`src/rtl/mux_arbiter_pkg.sv`:
```
// Shared types and helpers for the round-robin select-mux arbiter.
// Seven requesters, 3-bit select, 3'b111 means no unit owns the mux.
package mux_arb_pkg;

   localparam int N_REQ = 7;
   localparam logic [2:0] SEL_IDLE = 3'b111;

   typedef enum logic {
      IDLE,
      GRANT
   } state_t;

   function automatic logic [N_REQ-1:0] idx_to_onehot(
      input logic [2:0] idx
   );
      logic [N_REQ-1:0] one;
      one = '0;
      for (int i = 0; i < N_REQ; i++) begin
         if (idx == 3'(i)) one[i] = 1'b1;
      end
      return one;
   endfunction

endpackage

```
`src/rtl/mux_arbiter_if.sv`:
```
// Request/grant bundle between the datapath units and the arbiter.
// master = unit side (drives req), slave = arbiter side.
interface mux_arbiter_if
   import mux_arb_pkg::*;
#(
   parameter int CNT_W = 8
);

   logic [N_REQ-1:0] req;
   logic [N_REQ-1:0] gnt;
   logic [2:0]       sel;
   logic             busy;
   logic [CNT_W-1:0] hold_cnt;

   modport master (
      output req,
      input  gnt,
      input  sel,
      input  busy,
      input  hold_cnt
   );

   modport slave (
      input  req,
      output gnt,
      output sel,
      output busy,
      output hold_cnt
   );

endinterface

```
`src/rtl/mux_arbiter_rr_pick7.sv`:
```
// Combinational round-robin picker over seven requests.
// Searches last+1, last+2, ... modulo 7 among req & mask.
module rr_pick7
   import mux_arb_pkg::*;
(
   input  logic [N_REQ-1:0] req,
   input  logic [2:0]       last,
   input  logic [N_REQ-1:0] mask,
   output logic             found,
   output logic [2:0]       idx
);

   logic [N_REQ-1:0] cand;
   int               pos;
   logic [2:0]       p3;

   assign cand = req & mask;

   // first candidate after the last winner, wrapping at 7
   always_comb begin
      found = 1'b0;
      idx   = '0;
      pos   = 0;
      p3    = '0;
      for (int k = 1; k <= N_REQ; k++) begin
         pos = int'(last) + k;
         if (pos >= N_REQ) pos = pos - N_REQ;
         p3 = 3'(pos);
         if (!found && cand[p3]) begin
            found = 1'b1;
            idx   = p3;
         end
      end
   end

endmodule

```
`src/rtl/mux_arbiter.sv`:
```
// Round-robin arbiter for the shared 7:1 18-bit operand/result mux.
// Registered one-hot grant and select, bounded hold with forced handover.
module mux_arbiter
   import mux_arb_pkg::*;
#(
   parameter int MAX_HOLD = 8,
   parameter int CNT_W    = 8
)(
   input logic        clk,
   input logic        rst,
   mux_arbiter_if.slave bus
);

   localparam logic [CNT_W-1:0] HOLD_LAST = CNT_W'(MAX_HOLD - 1);

   state_t           state;
   state_t           state_n;
   logic [N_REQ-1:0] gnt;
   logic [N_REQ-1:0] gnt_n;
   logic [2:0]       sel;
   logic [2:0]       sel_n;
   logic             busy;
   logic [CNT_W-1:0] cnt;
   logic [CNT_W-1:0] cnt_n;
   logic [2:0]       last;
   logic [2:0]       last_n;

   logic             hold_req;
   logic             others;
   logic             forced;
   logic [N_REQ-1:0] mask;
   logic             found;
   logic [2:0]       idx;

   // the current grant vector doubles as the holder's one-hot mask
   assign hold_req = |(bus.req & gnt);
   assign others   = |(bus.req & ~gnt);
   assign forced   = (state == GRANT) && hold_req &&
                     (cnt == HOLD_LAST) && others;
   assign mask     = forced ? ~gnt : '1;

   rr_pick7 u_pick (
      .req   (bus.req),
      .last  (last),
      .mask  (mask),
      .found (found),
      .idx   (idx)
   );

   // next-state: grant, release, forced handover or keep
   always_comb begin
      state_n = state;
      gnt_n   = gnt;
      sel_n   = sel;
      cnt_n   = cnt;
      last_n  = last;
      unique case (state)
         IDLE: begin
            if (found) begin
               state_n = GRANT;
               gnt_n   = idx_to_onehot(idx);
               sel_n   = idx;
               last_n  = idx;
               cnt_n   = '0;
            end
         end
         GRANT: begin
            if (!hold_req) begin
               if (found) begin
                  gnt_n  = idx_to_onehot(idx);
                  sel_n  = idx;
                  last_n = idx;
                  cnt_n  = '0;
               end else begin
                  state_n = IDLE;
                  gnt_n   = '0;
                  sel_n   = SEL_IDLE;
                  cnt_n   = '0;
               end
            end else if (forced) begin
               gnt_n  = idx_to_onehot(idx);
               sel_n  = idx;
               last_n = idx;
               cnt_n  = '0;
            end else if (cnt != HOLD_LAST) begin
               cnt_n = cnt + 1'b1;
            end
         end
      endcase
   end

   // all outputs are flops; reset parks the pointer so unit 0 wins first
   always_ff @(posedge clk) begin
      if (rst) begin
         state <= IDLE;
         gnt   <= '0;
         sel   <= SEL_IDLE;
         busy  <= 1'b0;
         cnt   <= '0;
         last  <= 3'd6;
      end else begin
         state <= state_n;
         gnt   <= gnt_n;
         sel   <= sel_n;
         busy  <= |gnt_n;
         cnt   <= cnt_n;
         last  <= last_n;
      end
   end

   assign bus.gnt      = gnt;
   assign bus.sel      = sel;
   assign bus.busy     = busy;
   assign bus.hold_cnt = cnt;

endmodule

```
`src/flat_wrapper.sv`:
```
// flat-port wrapper written by rule: the top's interface ports become plain ports
module mux_arbiter_flat import mux_arb_pkg::*;
#(
   parameter int MAX_HOLD = 8,
   parameter int CNT_W    = 8
)
  (clk, rst, bus_req, bus_gnt, bus_sel, bus_busy, bus_hold_cnt);
  mux_arbiter_if #(.CNT_W(CNT_W)) bus_i ();
  input logic clk;
  input logic rst;
  input wire logic [$bits(bus_i.req)-1:0] bus_req;
  output wire logic [$bits(bus_i.gnt)-1:0] bus_gnt;
  output wire logic [$bits(bus_i.sel)-1:0] bus_sel;
  output wire logic [$bits(bus_i.busy)-1:0] bus_busy;
  output wire logic [$bits(bus_i.hold_cnt)-1:0] bus_hold_cnt;
  assign bus_i.req = bus_req;
  assign bus_gnt = bus_i.gnt;
  assign bus_sel = bus_i.sel;
  assign bus_busy = bus_i.busy;
  assign bus_hold_cnt = bus_i.hold_cnt;
  mux_arbiter #(.MAX_HOLD(MAX_HOLD), .CNT_W(CNT_W)) u_core (.clk(clk), .rst(rst), .bus(bus_i));
endmodule
```
`config.mk`:
```
export PLATFORM = sky130hd
export DESIGN_NAME = mux_arbiter_flat
export DESIGN_NICKNAME = d
export VERILOG_FILES = /design/src/rtl/mux_arbiter_pkg.sv /design/src/rtl/mux_arbiter_if.sv /design/src/rtl/mux_arbiter_rr_pick7.sv /design/src/rtl/mux_arbiter.sv /design/src/flat_wrapper.sv
export SDC_FILE = /design/constraint.sdc
export NUM_CORES = 1
export LEC_CHECK = 0
export CAP_MARGIN = 20
export CORE_ASPECT_RATIO = 2
export CORE_UTILIZATION = 53
export DETAILED_ROUTE_END_ITERATION = 7
export PLACE_DENSITY = 0.8
export SYNTH_ARGS = -nofsm -noshare
export SYNTH_HDL_FRONTEND = slang
export SYNTH_HIERARCHICAL = 1
export SYNTH_SLANG_ARGS = --single-unit
```
`constraint.sdc`:
```
create_clock -name clk -period 3.9 [get_ports clk]
set_input_delay 0.39 -clock clk [delete_from_list [all_inputs] [get_ports clk]]
set_output_delay 0.39 -clock clk [all_outputs]
set_load 0.01 [all_outputs]
```
==> summary.md <==
| Metric | Value |
|---|---|
| Maximum root-to-sink buffer count | 2 |
| Initial core utilization | 55.17% |
| Via count | 3747 |
| Final setup vio count | 23 |
| Initial antenna violation count | 0 |
| Adder-Cell Fraction of Synth Area | under 10% |
| CTS buffer count | 3 |
| Share of post-route cells with drive strength above 1 | 41.20% |
| Later-pin clock latency in the skew report | 0.28 ns |
| Yosys cell types | 88 |
| Crit path kind | flop to flop |
| Row count | 37 |
| Via/cell ratio | 6.926 |
| Worst Path Required | 4.08 ns |
| Syn Inst Count | around 350 |
| Commonest cells in the netlist | 33 x nand2_1, 28 x nor2_1, 23 x dfxtp_1 |
| First-pass GRT wire length | about 19000 um |
| Post-synth EDFFs | 0 |
| Final Hold Viols | 0 |
| Leading cell type by number of instances after synthesis | nand2_1 |
| Hold Crit Class | flop to flop |
| Failing checks | negative setup slack |
| Syn_nets | 372 |
| I/O Pins | 28 |
| Crit start category | flop |
| WL/cell | roughly 23 um |
| All-Layer GR Usage | 45.22% |
| Main combinational cell family by area after synthesis | simple AND/OR/NAND/NOR gates |
| Tcrit/Tclk final | 111.8% |
| Top FF cell, synth | dfxtp_1 |
| Final WL | 12610 um |
| Register area share after synthesis | 16.24% |
| Max FO, Critical Path | 7 |
| H-tree levels | 1 |
| DRC violations left | 0 |
| Avg Cell Area, Syn | 8.078 um^2 |
| FF+latch count, synth | 23 |
| Worst-Margin Slew | 1.024 ns |
| Status | finished, violations left |
| Ys Warns | 6 |
| Reg2reg setup slack | -0.46 ns |
| Core footprint | about 5100 um^2 |
| Post-Syn Area | ~2800 um^2 |
| Critical path arrival | 4.55 ns |
| Post-synthesis xor/xnor area fraction | 4.854% |
| Detail Route Antenna Nets | 0 |
| Reg clk slew, reported paths | around 0.090 ns |
| Clock skew | between 0.009 and 0.01 ns |
| Fin nets | 505 |
| Post-DP HPWL | 8427 um |
| Post-Synth Simple-Gate Area | 29.52% |
| Drt pass-1 iters | 5 |
| Synth area leaders | dfxtp_1 16%, mux2i_1 7.1%, ha_1 4.9% |
| Largest net degree at the start of global routing | 31 |
| Iteration-0 DRC Markers | 202 |
| Layout Area Growth over Synthesis | 51.85% |
| Clk sinks | 23 |
| Fin. max-slew vios | 0 |
| Total of max-cap violations | 0 |
| F_max | around 230 MHz |
| Root buf cell | clkbuf_8 |
| Synth top area share | 16.24% |
| CTS tree | built |
| Asr flop ratio synth | 0% |
| Post-synthesis compound-gate area fraction | 23.57% |
| CP Capture Type | flop |
| Multiplexer share of the synthesized area | 13.77% |
| Die height | 105.4 um |
| Total Die Area | 5663 um^2 |
| Min Tclk post-route | 4.362 ns |
| Synth area leader | dfxtp_1 |
| Vias in the first global route | 3719 |
| DP Worst Slack | -0.7379 ns |
| Number of diodes | 0 |
| GR Overflow Total | 0 |
| RSZ-0062 raised after global routing | yes |
| Routability congestion estimate | between 1 and 1.5 |
| Die W | 53.72 um |
| R2r worst-path depth | 18 |
| IO Port Bufs | 27 |
| Worst hold path depth | 2 |
| Final worst slack | -0.4615 ns |
| Slew HR | between 30% and 40% |
[per-layer routing]
metal	vias to the layer above	track usage (%)	routed length [um]
met5	-	0	0
met4	0	36.09	1320
met3	120	14.72	930
met2	267	75.22	6372
met1	1780	41.70	3984
li1	1580	-	-
[worst max-delay path: stages (launching register included)]
cell and delay [ns]:
dfxtp_2 0.33, or4_4 0.54, nor3_4 0.26, o21ai_2 0.14, nor2_4 0.24, nand2_2 0.12, nand2_2 0.13, buf_4 0.13
buf_4 0.13, nor2_1 0.04, a22oi_1 0.15, o22ai_1 0.13, o21ai_1 0.27, o21ai_1 0.16, a311o_1 0.40, a221o_2 0.43
a311oi_4 0.35, o21ai_2 0.13, a21oi_2 0.18
[final timing paths]
path	startpoint	end
worst min-delay path	u_core/bus.sel[1]	u_core/bus.sel[1]
worst max-delay path	u_core/bus.hold_cnt[3]	u_core/bus.busy
worst min register to register	u_core/bus.sel[1]	u_core/bus.sel[1]
worst max register to register	u_core/bus.hold_cnt[3]	u_core/bus.busy
[sequential cells by signal, indices dropped and copies added (netlist names)]
signal               count
u_core/bus.busy          1
u_core/bus.gnt           7
u_core/bus.hold_cnt      8
u_core/last              3
u_core/bus.sel           3
u_core/state             1
[timing repair]
item / CTS / global route
pin swaps: 17 / 5
setup endpoints to repair: 23 / 23
gates resized for setup: 42 / 21
hold buffers: 0 / 0
cloned: 1 / 0
hold endpoints to repair: 0 / 0
setup buffers: 17 / 2
[cell usage in the layout (no fill, tap or decap), types with 9 or more instances in the layout]
cell and n:
ha_1 11, mux2i_1 20, inv_1 12, clkdlybuf4s50_1 24, nand2b_1 14, nor2_1 22, nor3_1 17, dfxtp_1 22
nand3_1 11, nand2_1 24, buf_4 108, a21oi_1 12, nand2_2 9
[final cells by class]
cell class	count	area, um^2
Inverter	13	48.80
Tap cell	58	72.57
Timing Repair Buffer	145	1227
Clock inverter	1	5.005
Sequential cell	23	461.7
Multi-Input combinational cell	298	2449
Fill cell	288	833.3
Clock buffer	3	41.29
[metrics by stage]
stage                     instances  area (um^2)  TNS, ns  utilization, %  hold WS [ns]
after detailed placement        517         3807   -11.36           74.09        0.5121
after global routing            541         4305   -10.65           83.78        0.5794
after global placement          517         3807   -9.249           74.09        0.5018
after CTS                       539         4165   -2.044           81.06        0.5254
final                           541         4305   -7.179           83.78        0.5456
after floorplan                 351         2855        0               -        0.4978
[cells by family after synthesis]
kind of cell | after synthesis
simple gates | 149
flops | 23
xor+xnor | 14
mux | 31
compound gates | 92
buf+inv | 30
fa+ha+maj | 12
Power is left out: the tool's default activity adds up to more than one toggle a clock period on the data nets, which glitch-free logic cannot reach.
